File: config.mk
export PLATFORM = sky130hd
export DESIGN_NAME = mel_filter_ctrl
export DESIGN_NICKNAME = d
export VERILOG_FILES = /design/src/rtl/mel_pkg.sv /design/src/rtl/mel_mac.sv /design/src/rtl/mel_filter_ctrl.sv
export SDC_FILE = /design/constraint.sdc
export NUM_CORES = 1
export LEC_CHECK = 0
export CAP_MARGIN = 20
export CORE_MARGIN = 2
export CORE_UTILIZATION = 55
export CTS_CLUSTER_DIAMETER = 30
export CTS_CLUSTER_SIZE = 24
export DETAILED_ROUTE_END_ITERATION = 8
export HOLD_SLACK_MARGIN = 0.03
export PLACE_DENSITY = 0.8
export SLEW_MARGIN = 20
export SYNTH_ARGS = -nofsm -noshare
export SYNTH_HDL_FRONTEND = slang
export SYNTH_HIERARCHICAL = 1
export SYNTH_SLANG_ARGS = --single-unit
File: constraint.sdc
create_clock -name clk -period 13 [get_ports clk]
set_input_delay 2.6 -clock clk [delete_from_list [all_inputs] [get_ports clk]]
set_output_delay 2.6 -clock clk [all_outputs]
set_load 0.05 [all_outputs]
File: src/rtl/mel_pkg.sv
// mel_pkg: filter-bank tables, FSM encoding and read-path latency shared by mel_filter_ctrl and mel_mac.
// Build option MEL_ROM_OREG_EN selects the 2-cycle registered-output ROM/spectrum read path.
package mel_pkg;

  localparam int NUM_FILT   = 26;
  localparam int FILT_IDX_W = 5;
  localparam int LEN_W      = 8;
  localparam int CNT_W      = 8;

`ifdef MEL_ROM_OREG_EN
  localparam int RD_LAT = 2;
`else
  localparam int RD_LAT = 1;
`endif

  typedef enum logic [2:0] {
    ST_IDLE  = 3'd0,
    ST_RUN   = 3'd1,
    ST_DRAIN = 3'd2,
    ST_OUT   = 3'd3,
    ST_DONE  = 3'd4
  } state_t;

  // First nonzero bin of each filter; spans overlap like a triangular mel bank.
  localparam logic [8:0] FILT_START [NUM_FILT] = '{
    9'd1,  9'd1,  9'd2,  9'd3,  9'd5,  9'd6,  9'd8,  9'd10, 9'd12, 9'd15,
    9'd17, 9'd20, 9'd23, 9'd27, 9'd30, 9'd34, 9'd38, 9'd43, 9'd47, 9'd52,
    9'd57, 9'd63, 9'd68, 9'd74, 9'd80, 9'd87
  };

  localparam logic [7:0] FILT_LEN [NUM_FILT] = '{
    8'd0,  8'd1,  8'd2,  8'd3,  8'd3,  8'd4,  8'd4,  8'd5,  8'd5,  8'd6,
    8'd6,  8'd7,  8'd7,  8'd8,  8'd8,  8'd9,  8'd9,  8'd10, 8'd10, 8'd11,
    8'd11, 8'd12, 8'd12, 8'd13, 8'd13, 8'd14
  };

  // Weights are packed back to back, so each base is the running sum of FILT_LEN.
  localparam logic [8:0] ROM_BASE [NUM_FILT] = '{
    9'd0,   9'd0,   9'd1,   9'd3,   9'd6,   9'd9,   9'd13,  9'd17,  9'd22,  9'd27,
    9'd33,  9'd39,  9'd46,  9'd53,  9'd61,  9'd69,  9'd78,  9'd87,  9'd97,  9'd107,
    9'd118, 9'd129, 9'd141, 9'd153, 9'd166, 9'd179
  };

endpackage

File: src/rtl/mel_mac.sv
// mel_mac: registered weight*power product, clearable accumulator and saturating scaled energy output.
module mel_mac #(
  parameter int W_WIDTH = 8,
  parameter int SPEC_W  = 32,
  parameter int ACC_W   = 48,
  parameter int OUT_W   = 32,
  parameter int WSHIFT  = 8
) (
  input  logic               clk,
  input  logic               rst,
  input  logic               i_clr,
  input  logic               i_data_vld,
  input  logic [W_WIDTH-1:0] i_weight,
  input  logic [SPEC_W-1:0]  i_power,
  output logic [OUT_W-1:0]   o_energy
);

  localparam int PROD_W = SPEC_W + W_WIDTH;

  logic [PROD_W-1:0] r_prod;
  logic              r_prod_vld;
  logic [ACC_W-1:0]  r_acc;
  logic [ACC_W-1:0]  w_shifted;

  always_ff @(posedge clk) begin
    if (rst) begin
      r_prod     <= '0;
      r_prod_vld <= 1'b0;
    end else begin
      r_prod     <= PROD_W'(i_weight) * PROD_W'(i_power);
      r_prod_vld <= i_data_vld;
    end
  end

  always_ff @(posedge clk) begin
    if (rst || i_clr) begin
      r_acc <= '0;
    end else if (r_prod_vld) begin
      r_acc <= r_acc + ACC_W'(r_prod);
    end else begin
      r_acc <= r_acc;
    end
  end

  // Anything left above OUT_W after scaling clamps to full scale.
  always_comb begin
    w_shifted = r_acc >> WSHIFT;
    if (|w_shifted[ACC_W-1:OUT_W]) begin
      o_energy = '1;
    end else begin
      o_energy = w_shifted[OUT_W-1:0];
    end
  end

endmodule

File: src/rtl/mel_filter_ctrl.sv
// mel_filter_ctrl: per frame, walks each mel filter's bin span and hands off one saturated energy per filter.
// Build option MEL_ROM_OREG_EN: ROM/spectrum reads take 2 cycles, adding one stage to every latency.
module mel_filter_ctrl
  import mel_pkg::*;
#(
  parameter int ADDR_WIDTH = 9,
  parameter int W_WIDTH    = 8,
  parameter int BIN_AW     = 9,
  parameter int SPEC_W     = 32,
  parameter int ACC_W      = 48,
  parameter int OUT_W      = 32,
  parameter int WSHIFT     = 8
) (
  input  logic                  clk,
  input  logic                  rst,
  input  logic                  start,
  output logic                  busy,
  output logic                  frame_done,
  output logic [ADDR_WIDTH-1:0] rom_addr,
  input  logic [W_WIDTH-1:0]    rom_rd_data,
  output logic [BIN_AW-1:0]     spec_addr,
  input  logic [SPEC_W-1:0]     spec_rd_data,
  output logic [OUT_W-1:0]      mel_data,
  output logic [4:0]            mel_idx,
  output logic                  mel_valid,
  input  logic                  mel_ready
);

  state_t                  r_state;
  logic [FILT_IDX_W-1:0]   r_f;
  logic [CNT_W-1:0]        r_cnt;
  logic [ADDR_WIDTH-1:0]   r_rom_addr;
  logic [BIN_AW-1:0]       r_spec_addr;
  logic                    r_busy;
  logic                    r_frame_done;
  logic                    r_mel_valid;
  logic [OUT_W-1:0]        r_mel_data;
  logic [4:0]              r_mel_idx;

  logic [LEN_W-1:0]        w_len;
  logic [LEN_W-1:0]        w_enter_len;
  logic [CNT_W-1:0]        w_load_pt;
  logic [FILT_IDX_W-1:0]   w_enter_f;
  logic                    w_last;
  logic                    w_issue;
  logic                    w_start_ok;
  logic                    w_hs;
  logic                    w_enter;
  logic                    w_data_vld;
  logic [OUT_W-1:0]        w_energy;

  always_comb begin
    w_len      = FILT_LEN[r_f];
    w_last     = (r_f == FILT_IDX_W'(NUM_FILT - 1));
    w_issue    = (r_state == ST_RUN) && (r_cnt < w_len);
    // Last accumulate lands RD_LAT+1 cycles after the last issue; capture the cycle after.
    w_load_pt  = CNT_W'(w_len) + CNT_W'(RD_LAT + 1);
    w_start_ok = (r_state == ST_IDLE) && start;
    w_hs       = (r_state == ST_OUT) && r_mel_valid && mel_ready;
    w_enter    = w_start_ok || (w_hs && !w_last);
    if (w_start_ok) begin
      w_enter_f = '0;
    end else if (w_last) begin
      w_enter_f = '0;
    end else begin
      w_enter_f = r_f + FILT_IDX_W'(1);
    end
    w_enter_len = FILT_LEN[w_enter_f];
  end

`ifdef MEL_ROM_OREG_EN
  logic r_vld_d1;
  logic r_vld_d2;

  always_ff @(posedge clk) begin
    if (rst) begin
      r_vld_d1 <= 1'b0;
      r_vld_d2 <= 1'b0;
    end else begin
      r_vld_d1 <= w_issue;
      r_vld_d2 <= r_vld_d1;
    end
  end

  assign w_data_vld = r_vld_d2;
`else
  logic r_vld_d1;

  always_ff @(posedge clk) begin
    if (rst) begin
      r_vld_d1 <= 1'b0;
    end else begin
      r_vld_d1 <= w_issue;
    end
  end

  assign w_data_vld = r_vld_d1;
`endif

  mel_mac #(
    .W_WIDTH (W_WIDTH),
    .SPEC_W  (SPEC_W),
    .ACC_W   (ACC_W),
    .OUT_W   (OUT_W),
    .WSHIFT  (WSHIFT)
  ) u_mac (
    .clk        (clk),
    .rst        (rst),
    .i_clr      (w_enter),
    .i_data_vld (w_data_vld),
    .i_weight   (rom_rd_data),
    .i_power    (spec_rd_data),
    .o_energy   (w_energy)
  );

  // Frame sequencer: filter index, span counter, address generation and handoff registers.
  always_ff @(posedge clk) begin
    if (rst) begin
      r_state      <= ST_IDLE;
      r_f          <= '0;
      r_cnt        <= '0;
      r_rom_addr   <= '0;
      r_spec_addr  <= '0;
      r_busy       <= 1'b0;
      r_frame_done <= 1'b0;
      r_mel_valid  <= 1'b0;
      r_mel_data   <= '0;
      r_mel_idx    <= '0;
    end else begin
      r_frame_done <= 1'b0;
      case (r_state)
        ST_IDLE: begin
          if (start) begin
            r_state <= ST_RUN;
            r_busy  <= 1'b1;
          end
        end
        ST_RUN: begin
          r_cnt <= r_cnt + CNT_W'(1);
          if ((r_cnt + CNT_W'(1)) >= w_len) begin
            r_state <= ST_DRAIN;
          end else begin
            r_rom_addr  <= r_rom_addr + ADDR_WIDTH'(1);
            r_spec_addr <= r_spec_addr + BIN_AW'(1);
          end
        end
        ST_DRAIN: begin
          r_cnt <= r_cnt + CNT_W'(1);
          if (r_cnt == w_load_pt) begin
            r_state     <= ST_OUT;
            r_mel_valid <= 1'b1;
            r_mel_data  <= w_energy;
            r_mel_idx   <= 5'(r_f);
          end
        end
        ST_OUT: begin
          if (mel_ready) begin
            r_mel_valid <= 1'b0;
            r_state     <= w_last ? ST_DONE : ST_RUN;
          end
        end
        ST_DONE: begin
          r_state      <= ST_IDLE;
          r_busy       <= 1'b0;
          r_frame_done <= 1'b1;
        end
        default: begin
          r_state <= ST_IDLE;
        end
      endcase
      // A zero-length filter issues nothing, so the address outputs keep their last value.
      if (w_enter) begin
        r_f   <= w_enter_f;
        r_cnt <= '0;
        if (w_enter_len != LEN_W'(0)) begin
          r_rom_addr  <= ADDR_WIDTH'(ROM_BASE[w_enter_f]);
          r_spec_addr <= BIN_AW'(FILT_START[w_enter_f]);
        end
      end
    end
  end

  assign busy       = r_busy;
  assign frame_done = r_frame_done;
  assign rom_addr   = r_rom_addr;
  assign spec_addr  = r_spec_addr;
  assign mel_data   = r_mel_data;
  assign mel_idx    = r_mel_idx;
  assign mel_valid  = r_mel_valid;

endmodule

Word-level counts from Yosys, hierarchy flattened. Memory sizes are Yosys's and may differ from the RTL's. Cells that the tools add are included.

$add $sub $neg: 6. Reduce and logical (&&, ||, !) cells: 19. Mux-type cells: 31. Bitwise gates (word level): 2. Magnitude comparators: 4. Eq/ne operators: 10. $mul: 1.

Operator list (count): $mux W9 (12); $add A48 B40 Y48 (1); $mul A8 B32 Y40 (1); $mux W32 (1); $mux W8 (4); $add A9 B1 Y9 const B (2); $mux W3 (5); $ge A6 B6 Y1 const B (2); $not A5 Y6 (2); $pmux W3 S4 (1); $mux W5 (2); $add A8 B1 Y8 const B (1); $add A8 B2 Y8 const B (1); $eq A8 B8 Y1 (1); $ge A8 B8 Y1 (1); $lt A8 B8 Y1 (1); $reduce_bool A8 Y1 (1); $reduce_or A8 Y1 (1); $eq A3 B2 Y1 const B (2); $ne A2 B2 Y1 const B (3); $add A5 B1 Y5 const B (1); $eq A5 B5 Y1 const B (1); $logic_and A1 B1 Y1 (5); $mux W1 (4); other kinds (12) (17).

Flip-flop bits (word level): 164. Output and inout port bits: 58. Memories: 4. Bits of input ports: 44. Memory bits (read-only): 1088. Logic and storage cells: 91.

Memories: (name not given) (words 32, width 9, rd ports 1, clocked after Yosys merged registers in 0, wr ports 0, line mel_filter_ctrl.sv:177) `r_spec_addr <= BIN_AW'(FILT_START[w_enter_f]);`; (name not given) (words 32, width 9, rd ports 1, clocked after Yosys merged registers in 0, wr ports 0, line mel_filter_ctrl.sv:176) `r_rom_addr <= ADDR_WIDTH'(ROM_BASE[w_enter_f]);`; (name not given) (words 32, width 8, rd ports 1, clocked after Yosys merged registers in 0, wr ports 0, line mel_filter_ctrl.sv:68) `w_enter_len = FILT_LEN[w_enter_f];`; (name not given) (words 32, width 8, rd ports 1, clocked after Yosys merged registers in 0, wr ports 0, line mel_filter_ctrl.sv:53) `w_len = FILT_LEN[r_f];`.

Depth between registers and ports, before layout.
Word-level depth: 10. Depth in mapped cells: 21. Mapped depth without buffers: 19.

Cells and area by module. The synthesis kept the hierarchy.

Modules (own cells, without submodules): mel_mac (area an instance 13543.0 um^2, cells each 1602, sequential area each 1781.7 um^2, instances 1); mel_filter_ctrl (area an instance 4603.2 um^2, cells each 548, sequential area each 1501.4 um^2, instances 1).

Least setup slack after synthesis. Ideal clock, no wire load.

Kind: input -> register. Start: input port rom_rd_data[5]. End: register u_mac.r_prod[35]. Required time: 12.879 ns. Path slack: 5.769 ns. Buffers on the path: 2. Setup time: 0.121 ns. Stages: 19. Arrival: 7.110 ns. Cells stage by stage: clkbuf_1 > and2_1 > fa_1 > fa_1 > fa_1 > inv_1 > fa_1 > inv_1 > ha_1 > clkbuf_1 > a21o_1 > a21oi_1 > o21bai_1 > a221o_1 > a21oi_1 > o21bai_1 > a311oi_1 > a21boi_1 > mux2_2.

Word-level cells in the longest chain between the ends: 1.

Ends and longest elaborated chain: from (decl) (line mel_filter_ctrl.sv:20) `input logic [W_WIDTH-1:0] rom_rd_data,`; $mul A8 B32 Y40 (line mel_mac.sv:30) `r_prod <= PROD_W'(i_weight) * PROD_W'(i_power);`; to (signal assigned) (line mel_mac.sv:30); to (decl) (line mel_mac.sv:20) `logic [PROD_W-1:0] r_prod;`.

No other way between the ends. A chain may end at the register's enable or synchronous reset.

Worst setup path in the final report.
Start: input port rom_rd_data[7]. End: register u_mac.r_prod[35].

Same word-level chain as after synthesis.

==> run_results.csv <==
group,metric,value,unit
final_layout,nets,2499,
floorplanning,io_pins,102,
global_routing,first_global_vias,14900,
clock_tree,cts_sinks,164,
global_routing,grt_max_degree,73,
final_layout,layout-drive-gt1-share,5.31,%
logic_synthesis,syn-cell-area,18100,µm²
floorplanning,fp.dieH,186,µm
place,port_buffers,101,
detailed_routing,via_count,15000,
logic_synthesis,ys_seq_elements,164,
power,power_frac_clock,17.4,%
place,post-place-ws,4300,ps
status,status,"finished, final reports clean",
logic_synthesis,yosys.cell_types.count,95,
final_layout,multi_input_area,13600,µm²
logic_synthesis,postSynthAreaPerCell,8.44,µm²
floorplanning,die_width,186,µm
detailed_routing,dr.pass1.iters,6,
clock_tree,cts_buffers,17,
logic_synthesis,yosysSeqAreaShare,18.1,%
detailed_routing,wirelength,44.4,mm
floorplanning,num_rows,66,
timing,final_max_slew_viol_count,0,
power,p_sw_share,45.7,%
setup_path,crit_type,"primary input to register",
clock_tree,cts_tree,"built",
clock_tree,cts.clk_slew.worst_paths,60,ps
clock_tree,cts_setup_buffers,0,
logic_synthesis,syn_nets,2496,
setup_path,critPathCaptureType,"register",
final_layout,fillers,2858,
logic_synthesis,yosysWarnings,6,
floorplanning,start_util,55.8,%
power,p_seq_share,19.4,%
timing,clock_skew,16.4,ps
final_layout,area_growth,9.21,%
floorplanning,core-area,32500,µm²
run,cap_violations,0,
final_layout,register_area,3280,µm²
final_layout,diodes,0,
global_routing,antenna_found_initial,0,
power,p_leak,8.73,nW
clock_tree,ctsHoldBuffers,0,
logic_synthesis,yosys_most_used_dff,"dfxtp_1",
power,internal_power,0.00166,W
timing,setup_ws,4680,ps
clock_tree,cts-resized-gates,0,
timing,rsz0062_at_grt,"false",
power,p_total,0.00305,W
timing,fin_crit_sh,64.0,%
power,p_comb_share,63.2,%
logic_synthesis,synth-edff-count,0,
global_routing,grt_pass1_wl,74.0,mm
setup_path,cp.arrival,8640,ps
place,dp_hpwl,33.8,mm
global_routing,grt_usage,26.4,%
final_layout,fin_area,19800,µm²
setup_path,cp-start-kind,"primary input",
timing,tns,0,ps
hold_path,holdCritPathClass,"register to register",
detailed_routing,via_per_inst,5.77,
setup_path,path_max_fanout,32,
place,gp_congestion,0.899,
power,ir_drop,0.0893,mV
place,placed_cell_area,19200,µm²
logic_synthesis,synth_cells,2150,
setup_path,critPathRequiredTime,13330,ps
timing,finalHoldViolCount,0,
timing,timing.fmax,0.120,GHz
detailed_routing,drt_iter0_drc,948,
clock_tree,htree_levels,4,
detailed_routing,post-route-drc-count,0,
power,p_switching,0.00139,W
timing,setup_violations,0,
timing,fin_crit,8320,ps
global_routing,gr-total-overflow,0,
detailed_routing,ant_nets,0,
clock_tree,clkLatencyLatePin,440,ps
detailed_routing,wl_per_cell,17.0,µm
timing,slew_headroom,25.0,%
logic_synthesis,synthArstFlopShare,0,%
floorplanning,dieArea,34500,µm²
clock_tree,cts_root_buf,"clkbuf_16",
clock_tree,clock_path_buffers,2,
timing,worst_pin_slew,1120,ps
power,power_density,154,nW/µm²
per-layer routing:
metal  GRT usage [%]  vias to the layer above  wire, µm
met1            37.1                     7306     20800
met5               0                        -         0
met3            3.21                       60      2490
li1                -                     7195         -
met4            6.65                        0       710
met2            43.3                      488     20400
stage by stage:
stage | std cells | utilization, % | hold slack (ps)
after floorplan | 2150 | - | 414
after global placement | 2576 | 59.1 | 446
after detailed placement | 2576 | 59.0 | 454
after CTS | 2608 | 60.9 | 487
after global routing | 2608 | 60.9 | 490
final | 2608 | 60.9 | 485
path summary, 6_finish.rpt:
path	from	endpoint	slack, ps	cells after the start
worst min-delay path	u_mac/r_acc[25]	u_mac/r_acc[25]	480	2
worst min register to register	u_mac/r_acc[25]	u_mac/r_acc[25]	480	2
worst max-delay path	rom_rd_data[7]	u_mac/r_prod[35]	4680	18
worst max register to register	r_f[0]	spec_addr[4]	8060	12
critical path: stages:
cell and delay (ps):
clkdlybuf4s50_1 1210, nand2_1 200, fa_1 570, fa_1 540, inv_1 50, fa_1 530, inv_1 60, fa_1 530
inv_1 40, ha_1 340, o21a_1 120, o31a_1 140, o31ai_1 400, a21boi_1 180, o41ai_2 330, a21oi_1 230
a21boi_1 200, mux2_2 350
area by class of cell:
cell class / instances / share of cell area, %
clock inverter: 14 / 0.960
clock buffer: 18 / 2.17
tap: 442 / 2.79
sequential: 164 / 16.6
timing repair buffer: 105 / 5.14
inverter: 200 / 3.79
multi-input combinational: 1665 / 68.6
cells in the final DEF (no fill, tap or decap), drive strengths merged, types with 32 or more instances in the layout:
cell           Yosys  routed
a211oi            32      32
a21o              41      41
a21oi            100     100
and2             212     212
and3              33      33
clkdlybuf4s50      0      96
dfxtp            164     164
fa               181     181
ha               121     121
inv              200     207
mux2i             69      69
nand2            149     149
nand3             47      47
nor2             183     183
nor3              39      39
o21ai             74      74
or2               35      35
xnor2             53      53
xor2              45      45
cells in the mapped netlist (all sizes together) (32+ instances only):
| cell | count | area (µm²) |
|---|---|---|
| a211oi | 32 | 250 |
| a21oi | 100 | 508 |
| o21ai | 74 | 370 |
| clkbuf | 93 | 349 |
| nand2 | 149 | 562 |
| dfxtp | 164 | 3280 |
| xor2 | 45 | 417 |
| nor3 | 39 | 211 |
| fa | 181 | 3620 |
| inv | 200 | 751 |
| and3 | 33 | 216 |
| nor2 | 183 | 687 |
| mux2i | 69 | 703 |
| or2 | 35 | 219 |
| xnor2 | 53 | 479 |
| nand3 | 47 | 240 |
| a21o | 41 | 308 |
| and2 | 212 | 1330 |
| ha | 121 | 1510 |
flip-flops by register name, summed over array words and instances (netlist names):
name              count
u_mac/r_prod         40
busy                  1
mel_valid             1
r_vld_d1              1
rom_addr              9
u_mac/r_prod_vld      1
frame_done            1
r_state               3
mel_idx               5
u_mac/r_acc          48
r_f                   5
spec_addr             9
r_cnt                 8
mel_data             32
kinds of logic after synthesis:
group	after synthesis	synth area share, %
AOI/OAI and AO/OA	380	14.0
xor gates and xnor gates	98	4.94
adders and majority gates	302	28.3
buffers and inverters	321	7.01
DFF	164	18.1
muxes	72	4.08
and+or+nand+nor	813	23.5
power groups by stage:
stage | sequential, W | combinational, W | clock [W]
floorplan | 0.000586 | 0.00149 | 0
global placement | 0.000600 | 0.00187 | 0
detailed placement | 0.000600 | 0.00189 | 0
CTS | 0.000589 | 0.00190 | 0.000540
global route | 0.000593 | 0.00215 | 0.000561
finish | 0.000590 | 0.00193 | 0.000532
(Power assumes the default switching activity.)
